===== config.mk =====
export PLATFORM = sky130hd
export DESIGN_NAME = tag_match_pipe_flat
export DESIGN_NICKNAME = d
export VERILOG_FILES = /design/src/rtl/tag_match_pipe_if.sv /design/src/rtl/tag_match_pipe.sv /design/src/flat_wrapper.sv
export SDC_FILE = /design/constraint.sdc
export NUM_CORES = 1
export LEC_CHECK = 0
export BUFFER_PORTS_ARGS = -buffer_cell sky130_fd_sc_hd__buf_2
export CORE_MARGIN = 1.5
export CORE_UTILIZATION = 44
export DETAILED_ROUTE_END_ITERATION = 8
export PLACE_DENSITY_LB_ADDON = 0.3
export SLEW_MARGIN = 10
export SYNTH_ARGS = -nofsm -noshare
export SYNTH_HDL_FRONTEND = slang
export SYNTH_SLANG_ARGS = --single-unit

===== constraint.sdc =====
create_clock -name clk -period 2.5 [get_ports clk]
set_input_delay 0.375 -clock clk [delete_from_list [all_inputs] [get_ports clk]]
set_output_delay 0.375 -clock clk [all_outputs]
set_load 0.03 [all_outputs]

===== src/rtl/tag_match_pipe_if.sv =====
// Request/response bundle between the tag-array read port, the tag comparator
// and the cache controller FSM.
interface tag_match_pipe_if #(
    parameter int TAG_W = 8,
    parameter int WAYS  = 4
);
    localparam int IDX_W = (WAYS > 1) ? $clog2(WAYS) : 1;

    logic                    req_valid;
    logic                    req_ready;
    logic [TAG_W-1:0]        req_tag;
    logic [WAYS*TAG_W-1:0]   way_tags;
    logic [WAYS-1:0]         way_valid;
    logic                    rsp_valid;
    logic                    rsp_ready;
    logic                    rsp_hit;
    logic [IDX_W-1:0]        rsp_way;
    logic                    rsp_multi_hit;
    logic [WAYS-1:0]         rsp_match_vec;

    modport master (
        output req_valid, req_tag, way_tags, way_valid, rsp_ready,
        input  req_ready, rsp_valid, rsp_hit, rsp_way, rsp_multi_hit, rsp_match_vec
    );

    modport slave (
        input  req_valid, req_tag, way_tags, way_valid, rsp_ready,
        output req_ready, rsp_valid, rsp_hit, rsp_way, rsp_multi_hit, rsp_match_vec
    );
endinterface


===== src/rtl/tag_match_pipe.sv =====
// Two-stage N-way tag comparator: stage 1 registers the qualified match vector,
// stage 2 resolves hit / lowest way / multi-hit. Saturating hit/miss counters.
module tag_match_pipe #(
    parameter int TAG_W = 8,
    parameter int WAYS  = 4,
    parameter int CNT_W = 16
) (
    input  logic              clk,
    input  logic              rst_n,
    tag_match_pipe_if.slave   bus,
    input  logic              stat_clr,
    output logic [CNT_W-1:0]  hit_cnt,
    output logic [CNT_W-1:0]  miss_cnt
);
    localparam int IDX_W = (WAYS > 1) ? $clog2(WAYS) : 1;
    localparam logic [CNT_W-1:0] CNT_MAX = {CNT_W{1'b1}};

    logic                r_s1_valid;
    logic [WAYS-1:0]     r_s1_match;
    logic                r_rsp_valid;
    logic                r_rsp_hit;
    logic [IDX_W-1:0]    r_rsp_way;
    logic                r_rsp_multi;
    logic [WAYS-1:0]     r_rsp_vec;
    logic [CNT_W-1:0]    r_hit_cnt;
    logic [CNT_W-1:0]    r_miss_cnt;

    logic                w_s2_en;
    logic                w_req_ready;
    logic                w_rsp_fire;
    logic [WAYS-1:0]     w_match;
    logic [IDX_W-1:0]    w_way;
    logic                w_multi;

    assign w_s2_en     = !r_rsp_valid || bus.rsp_ready;
    assign w_req_ready = !r_s1_valid || w_s2_en;
    assign w_rsp_fire  = r_rsp_valid && bus.rsp_ready;

    // Per-bit XNOR reduced by AND, qualified with the way's valid bit.
    generate
        for (genvar gi = 0; gi < WAYS; gi++) begin : g_cmp
            assign w_match[gi] = bus.way_valid[gi]
                               & (&(bus.req_tag ~^ bus.way_tags[gi*TAG_W +: TAG_W]));
        end
    endgenerate

    // Lowest set bit wins the way index; any later set bit flags a multi-hit.
    always_comb begin
        logic seen;
        seen    = 1'b0;
        w_way   = '0;
        w_multi = 1'b0;
        for (int i = 0; i < WAYS; i++) begin
            if (r_s1_match[i]) begin
                if (seen) w_multi = 1'b1;
                else      w_way   = IDX_W'(i);
                seen = 1'b1;
            end
        end
    end

    always_ff @(posedge clk or negedge rst_n) begin
        if (!rst_n) begin
            r_s1_valid <= 1'b0;
            r_s1_match <= '0;
        end else if (w_req_ready) begin
            r_s1_valid <= bus.req_valid;
            if (bus.req_valid) r_s1_match <= w_match;
        end
    end

    always_ff @(posedge clk or negedge rst_n) begin
        if (!rst_n) begin
            r_rsp_valid <= 1'b0;
            r_rsp_hit   <= 1'b0;
            r_rsp_way   <= '0;
            r_rsp_multi <= 1'b0;
            r_rsp_vec   <= '0;
        end else if (w_s2_en) begin
            r_rsp_valid <= r_s1_valid;
            if (r_s1_valid) begin
                r_rsp_hit   <= |r_s1_match;
                r_rsp_way   <= w_way;
                r_rsp_multi <= w_multi;
                r_rsp_vec   <= r_s1_match;
            end
        end
    end

    // Clear takes priority over a coincident increment.
    always_ff @(posedge clk or negedge rst_n) begin
        if (!rst_n) begin
            r_hit_cnt  <= '0;
            r_miss_cnt <= '0;
        end else if (stat_clr) begin
            r_hit_cnt  <= '0;
            r_miss_cnt <= '0;
        end else if (w_rsp_fire) begin
            if (r_rsp_hit && r_hit_cnt != CNT_MAX)
                r_hit_cnt <= r_hit_cnt + 1'b1;
            if (!r_rsp_hit && r_miss_cnt != CNT_MAX)
                r_miss_cnt <= r_miss_cnt + 1'b1;
        end
    end

    assign bus.req_ready     = w_req_ready;
    assign bus.rsp_valid     = r_rsp_valid;
    assign bus.rsp_hit       = r_rsp_hit;
    assign bus.rsp_way       = r_rsp_way;
    assign bus.rsp_multi_hit = r_rsp_multi;
    assign bus.rsp_match_vec = r_rsp_vec;
    assign hit_cnt           = r_hit_cnt;
    assign miss_cnt          = r_miss_cnt;
endmodule


===== src/flat_wrapper.sv =====
// flat-port wrapper written by rule: the top's interface ports become plain ports
module tag_match_pipe_flat 
#(
    parameter int TAG_W = 8,
    parameter int WAYS  = 4,
    parameter int CNT_W = 16
)
  (clk, rst_n, stat_clr, hit_cnt, miss_cnt, bus_req_valid, bus_req_tag, bus_way_tags, bus_way_valid, bus_rsp_ready, bus_req_ready, bus_rsp_valid, bus_rsp_hit, bus_rsp_way, bus_rsp_multi_hit, bus_rsp_match_vec);
  tag_match_pipe_if #(.TAG_W(TAG_W), .WAYS(WAYS)) bus_i ();
  input  logic clk;
  input  logic rst_n;
  input  logic stat_clr;
  output logic [CNT_W-1:0] hit_cnt;
  output logic [CNT_W-1:0] miss_cnt;
  input wire logic [$bits(bus_i.req_valid)-1:0] bus_req_valid;
  input wire logic [$bits(bus_i.req_tag)-1:0] bus_req_tag;
  input wire logic [$bits(bus_i.way_tags)-1:0] bus_way_tags;
  input wire logic [$bits(bus_i.way_valid)-1:0] bus_way_valid;
  input wire logic [$bits(bus_i.rsp_ready)-1:0] bus_rsp_ready;
  output wire logic [$bits(bus_i.req_ready)-1:0] bus_req_ready;
  output wire logic [$bits(bus_i.rsp_valid)-1:0] bus_rsp_valid;
  output wire logic [$bits(bus_i.rsp_hit)-1:0] bus_rsp_hit;
  output wire logic [$bits(bus_i.rsp_way)-1:0] bus_rsp_way;
  output wire logic [$bits(bus_i.rsp_multi_hit)-1:0] bus_rsp_multi_hit;
  output wire logic [$bits(bus_i.rsp_match_vec)-1:0] bus_rsp_match_vec;
  assign bus_i.req_valid = bus_req_valid;
  assign bus_i.req_tag = bus_req_tag;
  assign bus_i.way_tags = bus_way_tags;
  assign bus_i.way_valid = bus_way_valid;
  assign bus_i.rsp_ready = bus_rsp_ready;
  assign bus_req_ready = bus_i.req_ready;
  assign bus_rsp_valid = bus_i.rsp_valid;
  assign bus_rsp_hit = bus_i.rsp_hit;
  assign bus_rsp_way = bus_i.rsp_way;
  assign bus_rsp_multi_hit = bus_i.rsp_multi_hit;
  assign bus_rsp_match_vec = bus_i.rsp_match_vec;
  tag_match_pipe #(.TAG_W(TAG_W), .WAYS(WAYS), .CNT_W(CNT_W)) u_core (.clk(clk), .rst_n(rst_n), .bus(bus_i), .stat_clr(stat_clr), .hit_cnt(hit_cnt), .miss_cnt(miss_cnt));
endmodule

## Word-level counts from Yosys, hierarchy flattened

Index checks and enable logic that the tools add are counted.

- Bits in registers: 46
- Input bits: 49
- Logic and storage cells: 62

- Mux-type cells: 21
- Bitwise logic cells: 8
- Add/subtract/negate cells: 2
- Eq/ne operators: 2
- Reductions and logical operators: 20

Operators with widths:

| operator | number |
|---|---|
| $mux W16 | 6 |
| $add A16 B1 Y16 const B | 2 |
| $ne A16 B16 Y1 const B | 2 |
| $reduce_and A8 Y1 | 4 |
| $xnor A8 B8 Y8 | 4 |
| $mux W1 | 10 |
| $mux W2 | 5 |
| $reduce_and A2 Y1 | 4 |
| $reduce_bool A2 Y1 | 3 |
| $and A1 B1 Y1 | 4 |
| $reduce_or A4 Y1 | 1 |
| $logic_and A1 B1 Y1 | 3 |
| $logic_not A1 Y1 | 3 |
| $logic_or A1 B1 Y1 | 2 |

## Logic depth before layout (Yosys ltp)

Gate-level depths: netlist (run 1).

- Word-level depth: 7
- Depth in mapped cells: 5

## Least setup slack after synthesis (run 1)

OpenSTA, ideal clock, no wires.

- Path type: register to register
- Start: reg u_core.r_rsp_hit (netlist: u_core.bus.rsp_hit)
- End: reg u_core.r_miss_cnt[15] (netlist: u_core.miss_cnt[15])
- Arrival: 2.005 ns
- Data required time: 2.375 ns
- Period minus slack after synthesis: 2.129 ns
- Setup slack: 0.371 ns
- Stages on the path, launching flop included: 6
- Path buffers: 1
- Cells stage by stage: dfrtp_1 -> nand3b_1 -> or4_1 -> buf_2 -> nor4b_1 -> mux2_2

- Longest elaborated chain between the ends: 4

Ends and longest elaborated chain:

| element | RTL line | text |
|---|---|---|
| start: declaration | tag_match_pipe.sv:21 | `logic r_rsp_hit;` |
| start signal: assignment | tag_match_pipe.sv:82 | `r_rsp_hit <= \|r_s1_match;` |
| $logic_not A1 Y1 | tag_match_pipe.sv:101 | `if (!r_rsp_hit && r_miss_cnt != CNT_MAX)` |
| $logic_and A1 B1 Y1 | tag_match_pipe.sv:101 |  |
| $reduce_bool A2 Y1 (no line) | - |  |
| $reduce_and A2 Y1 (no line) | - |  |
| end signal: assignment | tag_match_pipe.sv:102 | `r_miss_cnt <= r_miss_cnt + 1'b1;` |
| end: declaration | tag_match_pipe.sv:26 | `logic [CNT_W-1:0] r_miss_cnt;` |

No other way between the ends.
A chain may end at the register's enable or synchronous reset.

## Worst setup path after layout (run 1)

Ends and elaborated chain as after synthesis.

==> summary.txt, run 1 <==
Routing
  – Number of search-and-repair iterations in the first detailed-routing pass: 4
  – Number of nets still failing antenna checks after routing: 0
  – Vias per inst: 5.551
  – Vias: 2609
  – Number of remaining DRC errors: 0
  – Sum of routed wire length over all layers: 6683 um
  – Number of DRC markers in iteration 0: 122
  – Drt wl/cell: 14.22 um

Outcome
  – Outcome: finished, final reports clean

Setup path
  – Buffers and inverters on the worst path: 0
  – Worst setup path category: reg2reg
  – Dominant delay contributor by cell family on the critical path: simple AND/OR/NAND/NOR gates
  – Element type at the critical path end: flop
  – Required time worst endpoint: 2.69 ns
  – Crit-path max FO: 9
  – Sort of element at the start of the critical path: flop
  – Slowest-stage cell, CP: or4_1
  – Ordered list of cells on the worst path: nand3b_1, or4_1, nor4b_1, mux2_2
  – Data arrival time of the critical path: 2.31 ns
  – Crit-path max cell delay: 0.69 ns
  – Setup slack of the most critical reg-to-reg path: 0.37 ns

Pwr
  – Clock network fraction of design power: 32.8%
  – Sequential Power Share: 53.1%
  – Leakage power of the design: 1.528 nW
  – Pwr Density: 426.0 nW/um^2
  – Post-route total power: 1.448 mW
  – Worst voltage drop across the vdd grid: 0.2259 mV
  – Combinational share of power: 14.1%
  – Internal cell power: 1.060 mW
  – Total net switching power: 388.6 uW
  – Switching fraction of total power: 26.83%

Synth
  – Cell accounting for the most synthesized area: dfrtp_1
  – EDFF count, synth: 0
  – Predominant post-synthesis flop cell: dfrtp_1
  – Unique cell type count in the Yosys netlist: 31
  – Synthesized netlist cell count: 299
  – Leading post-synthesis cells by instance count: dfrtp_1, xor2_1, nand2_1, a21oi_1, nor2_1
  – Largest cells by area after synthesis: dfrtp_1, xor2_1, mux2_2
  – Fraction of registers with async set/reset: 100.0%
  – Net count after synthesis: 350
  – Flip-flop and latch count after synthesis: 46
  – Sequential-to-total area share from yosys stat: 41.86%
  – Syn Std Cell Area: 2750 um^2
  – Synth Warn #: 0
  – Synth Area per Inst: 9.198 um^2
  – Count leader, synth: dfrtp_1
  – Area share of the largest cell type after synthesis: 41.86%

STA
  – Maximum clock frequency: 470.2 MHz
  – Unrepaired setup endpoints after global routing: no
  – Max Clock Skew: 0.006175 ns
  – Total negative slack for setup checks: 0 ns
  – Finish-stage setup viols: 0
  – Post-route fraction of the period consumed by the critical path: 85.07%
  – Fin. Hold Viols: 0
  – Max transition margin: 51.72%
  – Min Tclk post-route: 2.127 ns
  – Least-Margin Pin Slew: 0.7241 ns
  – Final Max Slew Viols: 0
  – Hold Slack: 0.02546 ns

Place
  – Post-DP HPWL: 5066 um
  – Gp weighted congestion: 0.7898
  – Total of buffers placed on input and output ports: 90

Global routing
  – Overflow left after global routing: 0
  – Vias in the first global route: 2365
  – Combined global-route utilization of all metal layers: 21.09%
  – Antenna violations before repair: 0
  – Wire length of the first global-routing pass: 10870 um
  – Largest net degree at the start of global routing: 43

Die
  – Die Outline Area: 6734 um^2
  – Row Count: 28
  – Core region area: 5991 um^2
  – Vertical die dimension: 82.06 um
  – IO Pins: 91
  – Initial core utilization: 45.91%
  – Chip Width: 82.06 um

Finish
  – Count of nets after finishing: 445
  – Sequential Area: 1151 um^2
  – Fraction of final layout cells with drive strength greater than 1: 29.37%
  – N_diodes: 0
  – Area growth, synth to finish: 23.61%
  – Footprint of the multi-input gates: 1541 um^2
  – Fill cell count: 555

Clock tree
  – Clock slew at reported path FFs: 0.09 ns
  – Count of cells resized by post-cts repair: 0
  – Number of clock sinks: 46
  – Level count of the clock H-tree: 2
  – Max clock buf depth: 2
  – Number of buffers inserted by post-CTS setup repair: 0
  – Cell at the root of the clock tree: clkbuf_8
  – Source-to-sink clock delay at the later pin of the worst-skew pair: 0.30 ns
  – Number of CTS-inserted buffers: 5
  – CTS tree: built
  – Total of hold buffers inserted after clock tree synthesis: 0

Min path
  – Class of the most critical hold timing path: in2async

Run
  – Number of max-cap violations: 0
## final timing paths
kind                       depth (start not counted)                  start                     to
max                                                4     u_core.bus.rsp_hit    u_core.miss_cnt[15]
min                                                1                  rst_n     u_core.miss_cnt[3]
max reg2reg                                        4     u_core.bus.rsp_hit    u_core.miss_cnt[15]
min reg2reg                                        2  u_core.bus.rsp_way[1]  u_core.bus.rsp_way[1]
max in group asynchronous                          2                  rst_n      u_core.hit_cnt[7]
min in group clk                                   2          bus_req_valid      u_core.r_s1_valid
## worst reg2reg max path: stages, from the launching register on
cell	delay, ns
dfrtp_1	0.43
nand3b_1	0.20
or4_1	0.69
nor4b_1	0.32
mux2_2	0.37
## cell usage in the layout, fill, tap and decap left out
master	Yosys	layout
a41oi_1	1	1
nor4b_1	2	2
buf_4	0	6
o31ai_1	14	14
xor2_1	28	28
xnor2_1	4	4
nand2b_1	7	7
a21oi_1	23	23
nand4_1	14	14
o41ai_1	2	2
clkinv_2	0	1
and3_1	2	2
maj3_1	1	1
buf_2	1	90
nor4_1	14	14
dfrtp_1	46	46
nand2_1	24	24
mux2i_1	1	1
mux2_2	12	12
nor3_1	10	10
nor2_1	16	16
or4_1	12	12
and4_1	3	3
clkbuf_8	0	6
o21ai_0	13	13
nand3_2	1	1
nor3b_1	1	1
nand3b_1	3	3
nand3_1	9	9
ha_1	2	2
inv_1	7	7
or3_1	9	9
nor2b_1	10	10
clkbuf_1	7	1
## per-stage QoR
stage / util [%] / cell area, um^2 / worst slack, ns / instances
6_report: 56.75 / 3400 / 0.3733 / 470
3_5_place_dp: 55.22 / 3308 / 0.3975 / 462
2_1_floorplan: - / 2750 / 0.3707 / 299
4_1_cts: 56.75 / 3400 / 0.3763 / 470
3_3_place_gp: 55.22 / 3308 / 0.4355 / 462
5_1_grt: 56.75 / 3400 / 0.2517 / 470
## area by class of cell
class	instances	share of cell area, %
repair buffers	96	14.57
inverters	7	0.7729
flip-flops and latches	46	33.86
clock inverters	1	0.1472
multi-input cells	238	45.34
well taps	75	2.760
clock buffers	7	2.540
## registers in the layout (all words and copies together), names as in the netlist
name	count
u_core.miss_cnt	16
u_core.bus.rsp_hit	1
u_core.bus.rsp_multi_hit	1
u_core.hit_cnt	16
u_core.bus.rsp_valid	1
u_core.bus.rsp_way	2
u_core.bus.rsp_match_vec	4
u_core.r_s1_match	4
u_core.r_s1_valid	1
## cells by family after synthesis
group                      share of synthesized area (%)
muxes                                              5.278
adders and majority gates                          1.274
DFF                                                41.86
AOI/OAI and AO/OA                                  11.33
and+or+nand+nor                                    27.98
buffers and inverters                              2.093
xor gates and xnor gates                           10.19
## routing by layer
metal / global-route usage, % / up-vias / wire, um
li1: - / 1307 / -
met4: 6.441 / 0 / 83
met5: 0 / - / 0
met3: 5.000 / 6 / 331
met1: 26.05 / 1213 / 3004
met2: 36.23 / 83 / 3263
## power groups by stage
stage               clock network, mW  logic (mW)  registers (mW)
floorplan                           0      0.0899           0.799
global placement                    0       0.203           0.782
detailed placement                  0       0.207           0.783
CTS                             0.488       0.208           0.769
global route                    0.515       0.227           0.771
finish                          0.476       0.204           0.769
No activity file was read; power rests on OpenSTA's default activity.
==> run 2: changes to the inputs <==
--- a/config.mk
+++ b/config.mk
@@ -5,6 +5,7 @@
 export SDC_FILE = /design/constraint.sdc
 export NUM_CORES = 1
 export LEC_CHECK = 0
+export ABC_AREA = 1
 export BUFFER_PORTS_ARGS = -buffer_cell sky130_fd_sc_hd__buf_2
 export CORE_MARGIN = 1.5
 export CORE_UTILIZATION = 44
==> run 2 against run 1 <==
Global-route usage decreased by 0.53 points. Largest power group unchanged. Total power increased by 7.3%. Highest routed layer unchanged. Largest cell class unchanged. Count of clock-buffer cells in the layout decreased by 2. Sequential share of layout area decreased by 2.6 points. Area after synthesis increased by 11%. Worst setup slack improved by 0.38 ns. Critical path depth increased by 5. Combinational power increased by 36%. Critical endpoint is now u_core.miss_cnt[1]. Final area increased by 8.2%. Hold slack improved by 0.34 ns. Maximum frequency increased by 22%. First-iteration DRC count increased by 35%.
==> summary.txt, run 2 <==
STA
  – Post-route fraction of the period consumed by the critical path: 69.89%
  – Total negative slack for setup checks: 0 ns
  – Fin. Hold Viols: 0
  – Final Max Slew Viols: 0
  – Finish-stage setup viols: 0
  – Maximum clock frequency: 572.3 MHz
  – Max transition margin: 67.27%
  – Final worst slack: 0.7528 ns
  – Min Tclk post-route: 1.747 ns
  – Unrepaired setup endpoints after global routing: no
  – Max Clock Skew: 0.01068 ns
  – Least-Margin Pin Slew: 0.4905 ns

Routing
  – Sum of routed wire length over all layers: 7391 um
  – Vias: 3140
  – Number of nets still failing antenna checks after routing: 0
  – Number of search-and-repair iterations in the first detailed-routing pass: 5
  – Number of DRC markers in iteration 0: 165
  – Number of remaining DRC errors: 0
  – Drt wl/cell: 12.24 um
  – Vias per inst: 5.199

Setup path
  – Crit-path max FO: 16
  – Sort of element at the start of the critical path: flop
  – Required time worst endpoint: 2.70 ns
  – Ordered list of cells on the worst path: ha_1, nand3_1, inv_2, nand2_2, nor2_4, nor2_4, nor2_8, nand2_1, nand2_1
  – Slowest-stage cell, CP: dfrtp_1
  – Dominant delay contributor by cell family on the critical path: simple AND/OR/NAND/NOR gates
  – Worst setup path category: reg2reg
  – Setup slack of the most critical reg-to-reg path: 0.75 ns
  – Buffers and inverters on the worst path: 1
  – Data arrival time of the critical path: 1.95 ns
  – Crit-path max cell delay: 0.42 ns
  – Element type at the critical path end: flop

Die
  – Initial core utilization: 45.22%
  – Chip Width: 86.33 um
  – IO Pins: 91
  – Row Count: 30
  – Core region area: 6756 um^2
  – Vertical die dimension: 86.33 um
  – Die Outline Area: 7453 um^2

Synth
  – Count leader, synth: nand2_1
  – Largest cells by area after synthesis: dfrtp_1, nand2_1, nand4_1
  – Synthesized netlist cell count: 431
  – Leading post-synthesis cells by instance count: nand2_1, dfrtp_1, nor2_1, inv_1, nand4_1
  – Fraction of registers with async set/reset: 100.0%
  – Flip-flop and latch count after synthesis: 46
  – Synth Area per Inst: 7.089 um^2
  – Syn Std Cell Area: 3055 um^2
  – Net count after synthesis: 482
  – Predominant post-synthesis flop cell: dfrtp_1
  – Synth Warn #: 0
  – Area share of the largest cell type after synthesis: 37.67%
  – Unique cell type count in the Yosys netlist: 30
  – Sequential-to-total area share from yosys stat: 37.67%
  – Cell accounting for the most synthesized area: dfrtp_1
  – EDFF count, synth: 0

Global routing
  – Overflow left after global routing: 0
  – Largest net degree at the start of global routing: 34
  – Wire length of the first global-routing pass: 12490 um
  – Vias in the first global route: 2855
  – Combined global-route utilization of all metal layers: 20.56%
  – Antenna violations before repair: 0

Pwr
  – Internal cell power: 1.064 mW
  – Pwr Density: 422.5 nW/um^2
  – Worst voltage drop across the vdd grid: 0.2590 mV
  – Total net switching power: 489.5 uW
  – Combinational share of power: 17.8%
  – Switching fraction of total power: 31.51%
  – Sequential Power Share: 50.1%
  – Leakage power of the design: 1.963 nW
  – Clock network fraction of design power: 32.1%

Clock tree
  – Max clock buf depth: 2
  – Number of buffers inserted by post-CTS setup repair: 0
  – Number of clock sinks: 46
  – Level count of the clock H-tree: 2
  – Source-to-sink clock delay at the later pin of the worst-skew pair: 0.31 ns
  – Count of cells resized by post-cts repair: 0
  – CTS tree: built
  – Clock slew at reported path FFs: 0.10 ns
  – Number of CTS-inserted buffers: 5
  – Cell at the root of the clock tree: clkbuf_8

Finish
  – Area growth, synth to finish: 20.35%
  – N_diodes: 0
  – Post-Layout Cell Count: 604
  – Count of nets after finishing: 574
  – Most common cell after layout, fill and taps aside: nand2_1
  – Fraction of final layout cells with drive strength greater than 1: 23.09%
  – Most used cells in the layout excluding fill and tap cells: nand2_1, buf_2, dfrtp_1

Min path
  – Class of the most critical hold timing path: in2reg

Place
  – Total of buffers placed on input and output ports: 90
  – Post-DP HPWL: 5671 um
  – Cell Count Post-Placement: 595
  – Gp weighted congestion: 0.9096
  – Pre-CTS worst setup slack: 0.7499 ns

Run
  – Number of max-cap violations: 0

Outcome
  – Outcome: finished, final reports clean
## run 2: changes by cell type in the layout (fill, tap and decap cells not counted), moves of 13 or more
cell,before,now
nand2_1,24,156
inv_1,7,39
nor4_1,14,0
nand3_1,9,23
a21oi_1,23,3
o31ai_1,14,1
nand4_1,14,32
nor2_1,16,40
## run 2: worst reg2reg max path, delay by kind of cell (launching register included)
family | cells | cell delay (ns)
AND/OR/NAND/NOR | 7 | 0.92
flip-flops | 1 | 0.42
buffers and inverters | 1 | 0.08
adder cells (fa/ha/maj) | 1 | 0.23
## run 2: what timing repair did
| action | in CTS | in global routing |
|---|---|---|
| hold buffers | 1 | 0 |
| setup endpoints to repair | 0 | 0 |
| hold endpoints to repair | 13 | 0 |
## run 2: stage by stage
stage | instance area [um^2] | util (%) | total power, mW | hold WS (ns)
after floorplan | 3055 | - | 0.9586 | 0.07941
after global placement | 3570 | 52.83 | 1.066 | 0.2994
after detailed placement | 3570 | 52.83 | 1.071 | 0.2923
after CTS | 3677 | 54.43 | 1.574 | 0.3547
after global routing | 3677 | 54.43 | 1.631 | 0.3935
final | 3677 | 54.43 | 1.554 | 0.3616
## run 2: per-layer routing
layer / up-vias / global-route usage, % / wire length, um
met4: 0 / 7.038 / 119
met1: 1418 / 25.98 / 3288
met2: 121 / 35.37 / 3552
met3: 13 / 3.714 / 432
li1: 1588 / - / -
met5: - / 0 / 0
## run 2: final cells by class
class	count	area, um^2
inverters	41	153.9
clock inverters	3	28.78
clock buffers	5	68.82
well taps	80	100.1
multi-input cells	336	1699
repair buffers	93	475.5
flip-flops and latches	46	1151
fillers	667	3079
## run 2: final timing paths
path	cells after the start	end	from
min in group asynchronous	2	u_core.hit_cnt[8]	rst_n
max in group asynchronous	3	u_core.miss_cnt[8]	rst_n
worst min-delay path	4	u_core.bus.rsp_valid	bus_rsp_ready
worst max-delay path	9	u_core.miss_cnt[1]	u_core.miss_cnt[0]
worst min register to register	2	u_core.bus.rsp_match_vec[3]	u_core.bus.rsp_match_vec[3]
worst max register to register	9	u_core.miss_cnt[1]	u_core.miss_cnt[0]
## run 2: cell families (layout without fill, tap and decap cells)
group                      Yosys count  count (layout)  share of synthesized area, %
AOI/OAI and AO/OA                   31              31                         6.184
xor gates and xnor gates            23              23                         6.593
adders and majority gates            2               2                        0.8189
buffers and inverters               49             142                         6.716
DFF                                 46              46                         37.67
and+or+nand+nor                    280             280                         42.01
## run 2: power groups by stage
stage	Combinational, mW	Clock, mW	Sequential [mW]
after global routing	0.308	0.540	0.783
after CTS	0.279	0.515	0.780
after global placement	0.275	0	0.791
after detailed placement	0.277	0	0.794
after floorplan	0.133	0	0.826
final	0.277	0.498	0.779
